<file path="config.mk">
export PLATFORM = sky130hd
export DESIGN_NAME = sprite_write_arbiter
export DESIGN_NICKNAME = d
export VERILOG_FILES = /design/src/rtl/sprite_write_arbiter_pkg.sv /design/src/rtl/sprite_write_arbiter_rr_select.sv /design/src/rtl/sprite_write_arbiter.sv
export SDC_FILE = /design/constraint.sdc
export NUM_CORES = 1
export LEC_CHECK = 0
export CAP_MARGIN = 20
export CORE_MARGIN = 5
export CORE_UTILIZATION = 46
export DETAILED_ROUTE_END_ITERATION = 6
export PLACE_DENSITY = 0.77
export SETUP_SLACK_MARGIN = 0.3
export SYNTH_ARGS = -nofsm -noshare
export SYNTH_HDL_FRONTEND = slang
export SYNTH_SLANG_ARGS = --single-unit
</file>
<file path="constraint.sdc">
create_clock -name clk -period 2.6 [get_ports clk]
set_clock_uncertainty 0.15 [all_clocks]
set_input_delay 0.26 -clock clk [delete_from_list [all_inputs] [get_ports clk]]
set_output_delay 0.26 -clock clk [all_outputs]
set_load 0.05 [all_outputs]
</file>
<file path="src/rtl/sprite_write_arbiter_pkg.sv">
// Shared definitions for the sprite write arbiter: FSM encoding and
// sprite-word field layout.
package sprite_write_arbiter_pkg;

    typedef enum logic [1:0] {
        ST_IDLE  = 2'd0,
        ST_SCAN  = 2'd1,
        ST_WRITE = 2'd2
    } state_t;

    localparam int SPR_ACTIVE_MSB = 31;
    localparam int SPR_ACTIVE_LSB = 29;
    localparam int SPR_X_MSB      = 28;
    localparam int SPR_X_LSB      = 19;
    localparam int SPR_Y_MSB      = 18;
    localparam int SPR_Y_LSB      = 9;
    localparam int SPR_OFF_MSB    = 8;
    localparam int SPR_OFF_LSB    = 0;

    // Assemble a sprite word from its fields.
    function automatic logic [31:0] sprite_word(
        input logic [2:0] active,
        input logic [9:0] x,
        input logic [9:0] y,
        input logic [8:0] offset
    );
        return {active, x, y, offset};
    endfunction

endpackage

</file>
<file path="src/rtl/sprite_write_arbiter_rr_select.sv">
// Round-robin selector: picks the first set request after i_last,
// wrapping modulo NUM_REQ.
module rr_select
    import sprite_write_arbiter_pkg::*;
#(
    parameter int NUM_REQ = 4,
    parameter int IDX_W   = $clog2(NUM_REQ)
) (
    input  logic [NUM_REQ-1:0] i_req,
    input  logic [IDX_W-1:0]   i_last,
    output logic [IDX_W-1:0]   o_winner,
    output logic               o_any
);

    logic [IDX_W-1:0] w_idx;
    logic             w_found;
    logic             w_hit;

    function automatic logic [IDX_W-1:0] wrap_idx(
        input logic [IDX_W-1:0] base,
        input int               k
    );
        int s;
        s = int'(base) + k;
        if (s >= NUM_REQ) begin
            s = s - NUM_REQ;
        end else begin
            s = s;
        end
        return s[IDX_W-1:0];
    endfunction

    // Scan from i_last+1 onward; the first hit wins.
    always_comb begin
        o_winner = '0;
        w_found  = 1'b0;
        w_idx    = '0;
        w_hit    = 1'b0;
        for (int k = 1; k <= NUM_REQ; k++) begin
            w_idx    = wrap_idx(i_last, k);
            w_hit    = i_req[w_idx] & ~w_found;
            o_winner = w_hit ? w_idx : o_winner;
            w_found  = w_found | w_hit;
        end
    end

    assign o_any = |i_req;

endmodule

</file>
<file path="src/rtl/sprite_write_arbiter.sv">
// Arbitrates sprite-word writes into the register bank during vertical
// blanking, suppressing writes of words already held in the bank.
module sprite_write_arbiter
    import sprite_write_arbiter_pkg::*;
#(
    parameter int NUM_REQ   = 4,
    parameter int ADDR_W    = 5,
    parameter int SLOT_BASE = 0
) (
    input  logic                  clk,
    input  logic                  reset,
    input  logic                  vblank,
    input  logic [NUM_REQ-1:0]    req,
    input  logic [NUM_REQ*32-1:0] data_in,
    output logic [NUM_REQ-1:0]    grant,
    output logic                  wr_en,
    output logic [ADDR_W-1:0]     wr_addr,
    output logic [31:0]           wr_data,
    output logic                  busy
);

    localparam int IDX_W = $clog2(NUM_REQ);

    state_t               r_state;
    state_t               w_state_nxt;
    logic [IDX_W-1:0]     r_last;
    logic [IDX_W-1:0]     r_win;
    logic [NUM_REQ-1:0]   r_grant;
    logic                 r_wr_en;
    logic [ADDR_W-1:0]    r_wr_addr;
    logic [31:0]          r_wr_data;
    logic                 r_busy;
    logic [31:0]          r_shadow [NUM_REQ];
    logic [NUM_REQ-1:0]   r_valid;

    logic [IDX_W-1:0]     w_winner;
    logic                 w_any;
    logic [31:0]          w_word;
    logic                 w_skip;
    logic                 w_take;
    logic [NUM_REQ-1:0]   w_grant_nxt;
    logic                 w_wr_en_nxt;
    logic [ADDR_W-1:0]    w_addr_nxt;

    rr_select #(
        .NUM_REQ (NUM_REQ),
        .IDX_W   (IDX_W)
    ) u_rr_select (
        .i_req    (req),
        .i_last   (r_last),
        .o_winner (w_winner),
        .o_any    (w_any)
    );

    assign w_word     = data_in[32*w_winner +: 32];
    assign w_skip     = r_valid[w_winner] & (r_shadow[w_winner] == w_word);
    assign w_addr_nxt = ADDR_W'(SLOT_BASE + int'(w_winner));

    // State register.
    always_ff @(posedge clk) begin
        if (reset) begin
            r_state <= ST_IDLE;
        end else begin
            r_state <= w_state_nxt;
        end
    end

    // Next-state logic; WRITE always returns through SCAN.
    always_comb begin
        w_state_nxt = ST_IDLE;
        case (r_state)
            ST_IDLE:  w_state_nxt = vblank ? ST_SCAN : ST_IDLE;
            ST_SCAN: begin
                if (!vblank) begin
                    w_state_nxt = ST_IDLE;
                end else if (w_any) begin
                    w_state_nxt = ST_WRITE;
                end else begin
                    w_state_nxt = ST_SCAN;
                end
            end
            ST_WRITE: w_state_nxt = ST_SCAN;
            default:  w_state_nxt = ST_IDLE;
        endcase
    end

    // Output decode: next-cycle grant/strobe, registered below so they
    // coincide with the WRITE state.
    always_comb begin
        w_take      = (r_state == ST_SCAN) & vblank & w_any;
        w_grant_nxt = w_take ? ({{(NUM_REQ-1){1'b0}}, 1'b1} << w_winner) : '0;
        w_wr_en_nxt = w_take & ~w_skip;
    end

    // Output and arbitration registers.
    always_ff @(posedge clk) begin
        if (reset) begin
            r_grant   <= '0;
            r_wr_en   <= 1'b0;
            r_wr_addr <= '0;
            r_wr_data <= 32'd0;
            r_busy    <= 1'b0;
            r_last    <= IDX_W'(NUM_REQ - 1);
            r_win     <= '0;
            r_valid   <= '0;
        end else begin
            r_grant <= w_grant_nxt;
            r_wr_en <= w_wr_en_nxt;
            r_busy  <= (w_state_nxt != ST_IDLE);
            if (w_take) begin
                r_wr_addr <= w_addr_nxt;
                r_wr_data <= w_word;
                r_last    <= w_winner;
                r_win     <= w_winner;
            end else begin
                r_wr_addr <= r_wr_addr;
                r_wr_data <= r_wr_data;
                r_last    <= r_last;
                r_win     <= r_win;
            end
            if ((r_state == ST_WRITE) && r_wr_en) begin
                r_valid[r_win] <= 1'b1;
            end else begin
                r_valid <= r_valid;
            end
        end
    end

    // Shadow copies of bank contents; validity is tracked by r_valid.
    always_ff @(posedge clk) begin
        if (!reset && (r_state == ST_WRITE) && r_wr_en) begin
            r_shadow[r_win] <= r_wr_data;
        end else begin
            r_shadow[r_win] <= r_shadow[r_win];
        end
    end

    assign grant   = r_grant;
    assign wr_en   = r_wr_en;
    assign wr_addr = r_wr_addr;
    assign wr_data = r_wr_data;
    assign busy    = r_busy;

endmodule

</file>
After elaboration in Yosys (flattened, before gate mapping):

Memories as Yosys holds them, arrays and structs flattened.
Index checks and enable logic that the tools add are counted.

* output and inout port bits: 43
* bits in registers: 48
* word-level logic and storage cells: 88
* RAM bits: 128
* memories kept: 1
* bits of input ports: 135

* order comparisons: 11
* reduce and logical (&&, ||, !) cells: 10
* multiplexer cells: 28
* shifts and indexed selects: 2
* bitwise gates (word level): 16
* add/subtract/negate cells: 8
* eq/ne operators: 4

Memories
* r_shadow: depth 4, bits a word 32, rd ports 1, clocked after memory_dff 0, write ports 1, RTL line sprite_write_arbiter.sv:33 `logic [31:0] r_shadow [NUM_REQ];`

Operators by type and width (number)
* variable part select 128 x 8 -> 32 bit: 1
* equality test 32 bit: 1
* 2-to-1 mux 32 bit: 1
* 2-to-1 mux 2 bit: 10
* < comparator 2 x 3 -> 1 bit (second input constant): 6
* binary-select mux 1 bit (select 2 bit): 5
* 2-to-1 mux 1 bit: 10
* >= comparator 3 bit (second input constant): 3
* subtractor 2 x 1 -> 2 bit (second input constant): 4
* AND 1 bit: 7
* adder 2 x 2 -> 3 bit (second input constant): 2
* case mux 2 bit (3 select lines): 1
* inverter 1 bit: 5
* adder 2 x 3 -> 4 bit (second input constant): 1
* >= comparator 4 x 3 -> 1 bit (second input constant): 1
* logical AND 1 bit: 4
* OR 4 bit: 1
* OR reduction 4 bit: 1
* << shifter 1 x 2 -> 4 bit (first input constant): 1
* adder 2 x 1 -> 3 bit (second input constant): 1
* OR 1 bit: 3
* demux 1 bit (select 2 bit): 1
* equality test 2 x 1 -> 1 bit (second input constant): 1
* equality test 2 bit (second input constant): 1
* other kinds (7): 7

Logic depth before layout (Yosys ltp):

Gate-level depths: netlist (run 1).

* depth after elaboration: 19
* mapped depth: 11
* depth with buffers taken out: 8

Modules after synthesis:

A second synthesis (run 1) with hierarchy kept.

* cell total of the unflattened synthesis: 461
* area total of the unflattened synthesis: 7474.7 um2

By module, submodules not included
* sprite_write_arbiter: instances 1, sequential area each 4804.6 um2, cells each 447, area each 7383.3 um2
* rr_select: instances 1, sequential area each 0.0 um2, cells each 14, area each 91.3 um2

Worst setup path before layout (run 1):

OpenSTA, ideal clock, no wires.

* path type: reg2reg
* start: reg r_wr_en, in the netlist wr_en
* end: mem r_shadow[3][0] (enable)
* required time: 2.027 ns
* setup slack: -0.526 ns
* clock period less this slack: 3.126 ns
* arrival: 2.553 ns
* setup time: 0.423 ns
* stages on the path, launching flop included: 4
* buffers on the path: 0
* cell sequence: dfxtp_1 nor4bb_1 nand2_1 nor2_1

* cells in the longest elaborated chain, start to end: 4
* elaborated cells between the ends (all ways): 6
* those cells by class: 3 x mux; 1 x bitwise; 2 x reduce/logical

Ends and longest elaborated chain
* start: declaration: RTL line sprite_write_arbiter.sv:29 `logic r_wr_en;`
* start signal: assignment: RTL line sprite_write_arbiter.sv:108 `r_wr_en <= w_wr_en_nxt;`
* logical AND 1 bit *: RTL line sprite_write_arbiter.sv:131 `if (!reset && (r_state == ST_WRITE) && r_wr_en) begin`
* 2-to-1 mux 1 bit, on equally long branches: RTL line sprite_write_arbiter.sv:131, sprite_write_arbiter.sv:134
* 2-to-1 mux 1 bit (not written as such) or AND reduction 2 bit (tied branches)
* OR 1 bit (no source line) *
* end: declaration: RTL line sprite_write_arbiter.sv:33

Mark *: on every way between the ends. The rest lies on a longest branch, timed or not.

Worst setup path after layout (run 1):

* start: reg r_last[0]
* end: reg r_wr_en, in the netlist wr_en

* cells in the longest elaborated chain, start to end: 19
* elaborated cells between the ends (all ways): 44
* those cells by class: 8 x add/sub; 4 x order compare; 1 x eq/ne; 1 x shift; 18 x mux; 11 x bitwise; 1 x memory

Ends and longest elaborated chain
* start: declaration: RTL line sprite_write_arbiter.sv:26 `logic [IDX_W-1:0] r_last;`
* start signal: assignment: RTL line sprite_write_arbiter.sv:103 `r_last <= IDX_W'(NUM_REQ - 1);`
* start signal: assignment: RTL line sprite_write_arbiter.sv:113 `r_last <= w_winner;`
* start signal: assignment: RTL line sprite_write_arbiter.sv:118 `r_last <= r_last;`
* adder 2 x 1 -> 3 bit: RTL line sprite_write_arbiter_rr_select.sv:24 `s = int'(base) + k;`
* >= comparator 3 bit or subtractor 2 x 1 -> 2 bit (tied branches): RTL line sprite_write_arbiter_rr_select.sv:25, sprite_write_arbiter_rr_select.sv:26
* 2-to-1 mux 2 bit: RTL line sprite_write_arbiter_rr_select.sv:25 `if (s >= NUM_REQ) begin`
* binary-select mux 1 bit (select 2 bit): RTL line sprite_write_arbiter_rr_select.sv:41 `w_hit = i_req[w_idx] & ~w_found;`
* 2-to-1 mux 1 bit (not written as such): RTL line sprite_write_arbiter_rr_select.sv:41
* inverter 1 bit: RTL line sprite_write_arbiter_rr_select.sv:41
* AND 1 bit: RTL line sprite_write_arbiter_rr_select.sv:41
* OR 1 bit: RTL line sprite_write_arbiter_rr_select.sv:43 `w_found = w_found | w_hit;`
* (+3 left out)
* inverter 1 bit: RTL line sprite_write_arbiter_rr_select.sv:41
* AND 1 bit: RTL line sprite_write_arbiter_rr_select.sv:41
* 2-to-1 mux 2 bit *: RTL line sprite_write_arbiter_rr_select.sv:42 `o_winner = w_hit ? w_idx : o_winner;`
* variable part select 128 x 8 -> 32 bit (tied with other cells): RTL line sprite_write_arbiter.sv:55 `assign w_word = data_in[32*w_winner +: 32];`
* equality test 32 bit or 2-to-1 mux 1 bit (tied branches): RTL line sprite_write_arbiter.sv:56 `assign w_skip = r_valid[w_winner] & (r_shadow[w_winner] == w_word);`
* AND 1 bit *: RTL line sprite_write_arbiter.sv:56
* inverter 1 bit *: RTL line sprite_write_arbiter.sv:92 `w_wr_en_nxt = w_take & ~w_skip;`
* AND 1 bit *: RTL line sprite_write_arbiter.sv:92

Mark *: on every way between the ends. The rest lies on a longest branch, timed or not. The select of a mux whose other input is x is not followed.
A chain may end at the register's enable or synchronous reset.

==> out/metrics.cfg, run 1 <==
[status]
status = finished with violations
violations = setup timing

[route]
m1WireLength_mm = 8.12
firstDrtPassIters = 4
drt-initial-drc-count = 362
drc_errors = 0
ant_nets = 0
routedWlPerCell_um = 18.9
via_per_inst = 5.30
vias = 5700
wl_met3_mm = 1.38
top_layer = met4
route.met2.wl_mm = 10.4
wl_mm = 20.3

[setup_path]
crit_type = reg2reg
cp.arrival_ps = 2800
critPathMaxFanout = 11
endpoint_kind = flop
start_kind = flop
cp_data_required_time_ps = 2750

[clock_tree]
htree_num_levels = 4
clkTransAtPathRegs_ps = 60
cts_root_buffer = clkbuf_16
numCtsBuffers = 17
hold_buffers = 0
cts_tree = done
cts.sinks = 176
cts_buffer_depth = 2
clock_latency_ps = 420

[sta]
fin_crit_ps = 2650
rsz0062_at_grt = true
max-slew-margin-rel_pct = 61.1
finalSetupViolations = 1
tns_ps = -48.8
report.final.hold_viol_count = 0
fmax_ghz = 0.378
fin_hold_ws_ps = 228
timing.final.crit_share_pct = 102
setup_slack_ps = -48.8
tightest_slew_ps = 582
slew_violations = 0

[floorplanning]
fp.dieH_um = 142
die_w_um = 142
pin_count = 178
coreArea_sq_um = 17200
dieArea_sq_um = 20100
fp-row-count = 48
start_util_pct = 46.6

[cells_and_area]
fin_util_pct = 65.2
fin_area_sq_um = 11200
syn_to_final_growth_pct = 39.9
nets = 972
layout-drive-gt1-share_pct = 14.7
antenna_cells = 0
fillers = 1248

[global_route]
grt_pass1_wl_mm = 31.4
grt_max_degree = 42
grt_antenna_before_repair = 0
grt_pass1_vias = 6007
overflow = 0
grt_usage_pct = 20.1

[job]
maxCapViolCount = 0

[pwr]
p_leak_nw = 3.88
power.density_nw_per_um2 = 594
pwr-share-seq_pct = 46.0
combinationalPowerShare_pct = 19.2
switching_share_pct = 24.3
max-vdd-ir-drop_mv = 0.574
pwr-share-clk_pct = 34.8
power_switching_mw = 1.62
p_int_mw = 5.04

[synth]
syn_avg_cell_area_sq_um = 13.1
syn_area_sq_um = 8000
postSynthCellCount = 613
async_reset_ff_share_pct = 0
synth_top_flop_cell = edfxtp_1
yosysSeqAreaShare_pct = 60.0
synth-seq-cells = 176
yosys_warnings = 0
synth_edf_count = 128
yosys.cell_types.count = 40

[place]
io_buffers = 174
gp_congestion = 0.834
preCtsSetupSlack_ps = -729
post_dp_cell_area_sq_um = 10400
hpwl_mm = 14.3

[min_path]
hold_class = in2reg

## layer usage
| metal | vias to the layer above | GRT usage, % |
|---|---|---|
| met4 | 0 | 6.82 |
| met1 | 2748 | 24.1 |
| met3 | 39 | 4.85 |
| met5 | - | 0 |
| met2 | 215 | 35.5 |
| li1 | 2698 | - |
## repair_timing
action | CTS | global route
buffers inserted | 11 | 8
resized for setup | 14 | 18
endpoints found under the setup margin | 11 | 13
pin swaps | 6 | 10
## metrics by stage
stage,cells,total power [mW]
after floorplan,615,3.79
after global placement,1024,4.27
after detailed placement,1024,4.30
after CTS,1067,6.65
after global routing,1075,6.91
final,1075,6.65
## cells by family after synthesis
| logic type | share of synthesized area [%] |
|---|---|
| XOR/XNOR | 5.47 |
| other | 0.0469 |
| multiplexers | 19.5 |
| AO/OA/AOI/OAI | 4.99 |
| AND/OR/NAND/NOR | 6.96 |
| buffers and inverters | 2.97 |
| flip-flops | 60.0 |
## power groups by stage
stage	Combinational, mW	Clock, mW	Sequential, mW
global route	1.36	2.48	3.07
global placement	1.15	0	3.12
CTS	1.24	2.35	3.06
finish	1.28	2.32	3.06
detailed placement	1.17	0	3.12
floorplan	0.595	0	3.19
## worst max-delay path, stage by stage, from the launching register on
cell and delay [ps]:
dfxtp_4 360, and2b_2 250, o221a_4 250, buf_12 140, buf_16 150, buf_12 150
mux2i_2 150, mux2i_2 210, xnor2_1 170, nand4_1 200, nor3_2 250, a21boi_1 90
## flip-flops by register name, summed over array words and instances, names as in the netlist
signal and flops:
r_shadow 128, wr_en 1, r_last 2, grant 4, r_win 2, wr_data 32, busy 1, r_state 2
r_valid 4
## final cells by class
class                   instances  area, sq um  area share [%]
clock buffers                  21          450            4.02
clock inverters                11         91.3           0.816
inverters                       4         15.0           0.134
multi-input cells             397         3110            27.8
flip-flops and latches        176         4810            43.0
well taps                     225          282            2.51
repair buffers                241         2430            21.8
## cell usage after synthesis (all sizes together), types with 4 or more instances
library cell,instances,area (sq um)
edfxtp,128,3840
inv,4,15.0
nor4,5,31.3
a21oi,35,175
a311oi,6,52.6
nor3,5,25.0
buf,26,178
a211oi,8,60.1
nand2,67,251
dfxtp,48,961
mux2i,156,1560
nand4,7,43.8
and2,7,43.8
xor2,12,105
clkbuf,12,45.0
nand3,5,25.0
xnor2,38,333
nor2,19,71.3
## cell usage in the layout, fill, tap and decap left out, types with 2 or more instances in the layout
cell / n
a211oi_1: 5
a211oi_2: 3
a21o_1: 3
a21oi_1: 33
a21oi_2: 2
a311oi_1: 6
and2_1: 7
buf_12: 12
buf_4: 49
buf_6: 4
clkbuf_1: 3
clkbuf_16: 17
clkdlybuf4s50_1: 172
clkinv_1: 2
clkinv_2: 3
clkinvlp_4: 4
conb_1: 3
dfxtp_1: 46
edfxtp_1: 128
inv_1: 4
mux2i_1: 147
mux2i_2: 9
nand2_1: 67
nand2b_1: 2
nand3_1: 5
nand4_1: 7
nor2_1: 15
nor2_4: 4
nor3_1: 4
nor4_1: 4
o21ai_2: 2
o22ai_1: 2
xnor2_1: 38
xor2_1: 12
## final timing paths
check,endpoint,depth (start not counted),start,slack (ps)
setup / recovery,wr_en,11,r_last[0],-50
hold / removal,r_valid[0],4,reset,230
setup reg to reg,wr_en,11,r_last[0],-50
hold reg to reg,r_valid[3],1,r_valid[3],310
No activity file was read; power rests on OpenSTA's default activity.
==> inputs of run 2 (changes only) <==
--- a/config.mk
+++ b/config.mk
@@ -14,3 +14,4 @@
 export SYNTH_ARGS = -nofsm -noshare
 export SYNTH_HDL_FRONTEND = slang
 export SYNTH_SLANG_ARGS = --single-unit
+export TNS_END_PERCENT = 1
==> run 2 against run 1 <==
  * Flip-flop and latch count did not move
  * Cell area rose by 2.2%
  * Wire length rose by 1.6%
  * Register-to-register slack improved by 30 ps
  * Critical endpoint unchanged
  * Maximum frequency rose by 1.3%
  * Total power rose by 7.0%
  * Sequential share of layout area fell by 0.94 points
  * The run still ends with setup timing left
  * Setup slack improved by 33 ps
==> out/metrics.cfg, run 2 (same netlist as run 1, synthesis figures left out) <==
[status]
status = finished with violations  ; unchanged
violations = setup timing  ; unchanged

[clock_tree]
clock_latency_ps = 430  ; was 420 ps
hold_buffers = 0  ; unchanged
cts_root_buffer = clkbuf_16  ; unchanged
cts.sinks = 176  ; unchanged
cts_tree = done  ; unchanged
cts_buffer_depth = 2  ; unchanged
numCtsBuffers = 17  ; unchanged
htree_num_levels = 4  ; unchanged
clkTransAtPathRegs_ps = 60  ; about the same

[cells_and_area]
fillers = 1219  ; was 1248
nets = 975  ; was 972
layout-drive-gt1-share_pct = 15.7  ; was 14.7%
multi_input_area_sq_um = 3170  ; was 3110 sq um
final_cell_mix = clkdlybuf4s50_1 (172), mux2i_1 (137), edfxtp_1 (128)  ; was clkdlybuf4s50_1 (172), mux2i_1 (147), edfxtp_1 (128)
regArea_sq_um = 4810  ; unchanged
antenna_cells = 0  ; unchanged
top_register = r_shadow  ; unchanged
largest_reg_flops = 128  ; unchanged
syn_to_final_growth_pct = 43.0  ; was 39.9%
final_common_cell = clkdlybuf4s50_1  ; unchanged
fin_area_sq_um = 11400  ; was 11200 sq um

[sta]
finalSetupViolations = 1  ; unchanged
slew_violations = 0  ; unchanged
report.final.hold_viol_count = 0  ; unchanged
setup_slack_ps = -15.6  ; was -48.8 ps
rsz0062_at_grt = true  ; unchanged
tns_ps = -15.6  ; was -48.8 ps
max-slew-margin-rel_pct = 61.4  ; was 61.1%
tightest_slew_ps = 578  ; was 582 ps
timing.final.crit_share_pct = 101  ; was 102%
fin_crit_ps = 2620  ; was 2650 ps
fmax_ghz = 0.382  ; was 0.378 GHz

[route]
drt-initial-drc-count = 409  ; was 362
drc_errors = 0  ; unchanged
vias = 5744  ; was 5700
wl_mm = 20.6  ; was 20.3 mm
via_per_inst = 5.33  ; was 5.30
firstDrtPassIters = 5  ; was 4
ant_nets = 0  ; unchanged
routedWlPerCell_um = 19.1  ; was 18.9 um

[setup_path]
reg2reg_slack_ps = -20  ; was -50 ps
rr_startpoint = r_last[0]  ; unchanged
critPathBufInv = 2  ; was 3
critPathMaxFanout = 6  ; was 11
cp.arrival_ps = 2780  ; was 2800 ps
slowest_delay_ps = 360  ; about the same
crit_type = reg2reg  ; unchanged
path_delay_family = simple AND/OR/NAND/NOR gates  ; unchanged
endpoint_kind = flop  ; unchanged
reg2reg_to = wr_en  ; unchanged
cp_data_required_time_ps = 2760  ; was 2750 ps
cp_cell_sequence = and2b_2, o221a_4, bufbuf_16, buf_6, mux2i_4, mux2i_2, xnor2_1, nand4_1, nor4_2, a21boi_1  ; was and2b_2, o221a_4, buf_12, buf_16, buf_12, mux2i_2, mux2i_2, xnor2_1, nand4_1, nor3_2, a21boi_1
start_kind = flop  ; unchanged
worst-r2r-cell-count = 10  ; was 11
slowest_stage = dfxtp_4  ; unchanged

[global_route]
grt_pass1_vias = 6055  ; was 6007
grt_pass1_wl_mm = 32.3  ; was 31.4 mm
grt_antenna_before_repair = 0  ; unchanged
grt_usage_pct = 20.8  ; was 20.1%
overflow = 0  ; unchanged
grt_max_degree = 42  ; unchanged

[min_path]
whs_endpoint = r_valid[2]  ; was r_valid[0]
min_path_cells = 4  ; unchanged
min_from = reset  ; unchanged
hold_class = in2reg  ; unchanged

[floorplanning]
start_util_pct = 46.6  ; unchanged
die_w_um = 142  ; unchanged
coreArea_sq_um = 17200  ; unchanged
fp-row-count = 48  ; unchanged
dieArea_sq_um = 20100  ; unchanged
pin_count = 178  ; unchanged
fp.dieH_um = 142  ; unchanged

[pwr]
p_leak_nw = 3.98  ; was 3.88 nW
power.density_nw_per_um2 = 622  ; was 594 nW/um^2
power_switching_mw = 1.65  ; was 1.62 mW
pwr-share-seq_pct = 43.0  ; was 46.0%
pwr-share-clk_pct = 38.2  ; was 34.8%
combinationalPowerShare_pct = 18.8  ; was 19.2%
p_int_mw = 5.47  ; was 5.04 mW
switching_share_pct = 23.1  ; was 24.3%
total_power_mw = 7.12  ; was 6.65 mW
max-vdd-ir-drop_mv = 0.512  ; was 0.574 mV

[place]
gp_congestion = 0.833  ; was 0.834
hpwl_mm = 14.4  ; was 14.3 mm
preCtsSetupSlack_ps = -694  ; was -729 ps
io_buffers = 174  ; unchanged
post_dp_cell_area_sq_um = 10500  ; was 10400 sq um

[job]
maxCapViolCount = 0  ; unchanged

-- run 2: cell types whose count changed in the layout (fill, tap and decap cells not counted), moves of 3 or more --
cell       delta
mux2i_4       +4
buf_12        +3
mux2i_2       +6
mux2i_1      -10
bufinv_16     +4
-- run 2: final cells by class --
cell class                      count  share of cell area, %
Clock buffer                       21                   3.94
Tap cell                          225                   2.46
Timing Repair Buffer              244                   22.1
Inverter                            4                  0.131
Clock inverter                     11                   1.63
Multi-Input combinational cell    397                   27.7
Sequential cell                   176                   42.0
-- run 2: worst max path at each step --
stage | slack, ps | cells past startpoint | endpoint | start
after floorplan | -10 | 3 | r_shadow[3][0] | wr_en
after global placement | -650 | 11 | wr_en | req[3]
after detailed placement | -690 | 11 | wr_en | req[3]
after CTS | -8 | 10 | wr_en | r_last[0]
after global routing | -100 | 10 | wr_en | r_last[0]
final | -20 | 10 | wr_en | r_last[0]
-- run 2: worst min-delay path, stage by stage --
cell	delay [ps]
buf_2	100
nor4bb_1	60
nand2_1	200
o22ai_1	120
-- run 2: through the flow --
stage,util [%],cells,hold WS [ps]
6_report,66.6,1078,234
5_1_grt,66.6,1078,244
4_1_cts,66.3,1078,211
3_5_place_dp,61.1,1035,300
3_3_place_gp,61.1,1035,292
2_1_floorplan,-,615,276
-- run 2: power groups by stage --
stage	sequential, mW	clock, mW	combinational, mW
after floorplan	3.19	0	0.594
after global placement	3.12	0	1.19
after detailed placement	3.12	0	1.21
after CTS	3.06	2.76	1.32
after global routing	3.07	2.90	1.41
final	3.06	2.72	1.34
-- run 2: what timing repair did --
action / in CTS / in global routing
cloned: 2 / 0
setup endpoints to repair: 5 / 5
pin swaps: 5 / 5
gates resized for setup: 25 / 14
buffers inserted: 9 / 0
-- run 2: routing by layer --
metal | GRT usage [%] | up-vias | routed length (um)
met5 | 0 | - | 0
met4 | 7.02 | 0 | 303
met3 | 4.15 | 24 | 1210
met2 | 36.5 | 195 | 10700
met1 | 25.8 | 2814 | 8410
li1 | - | 2711 | -
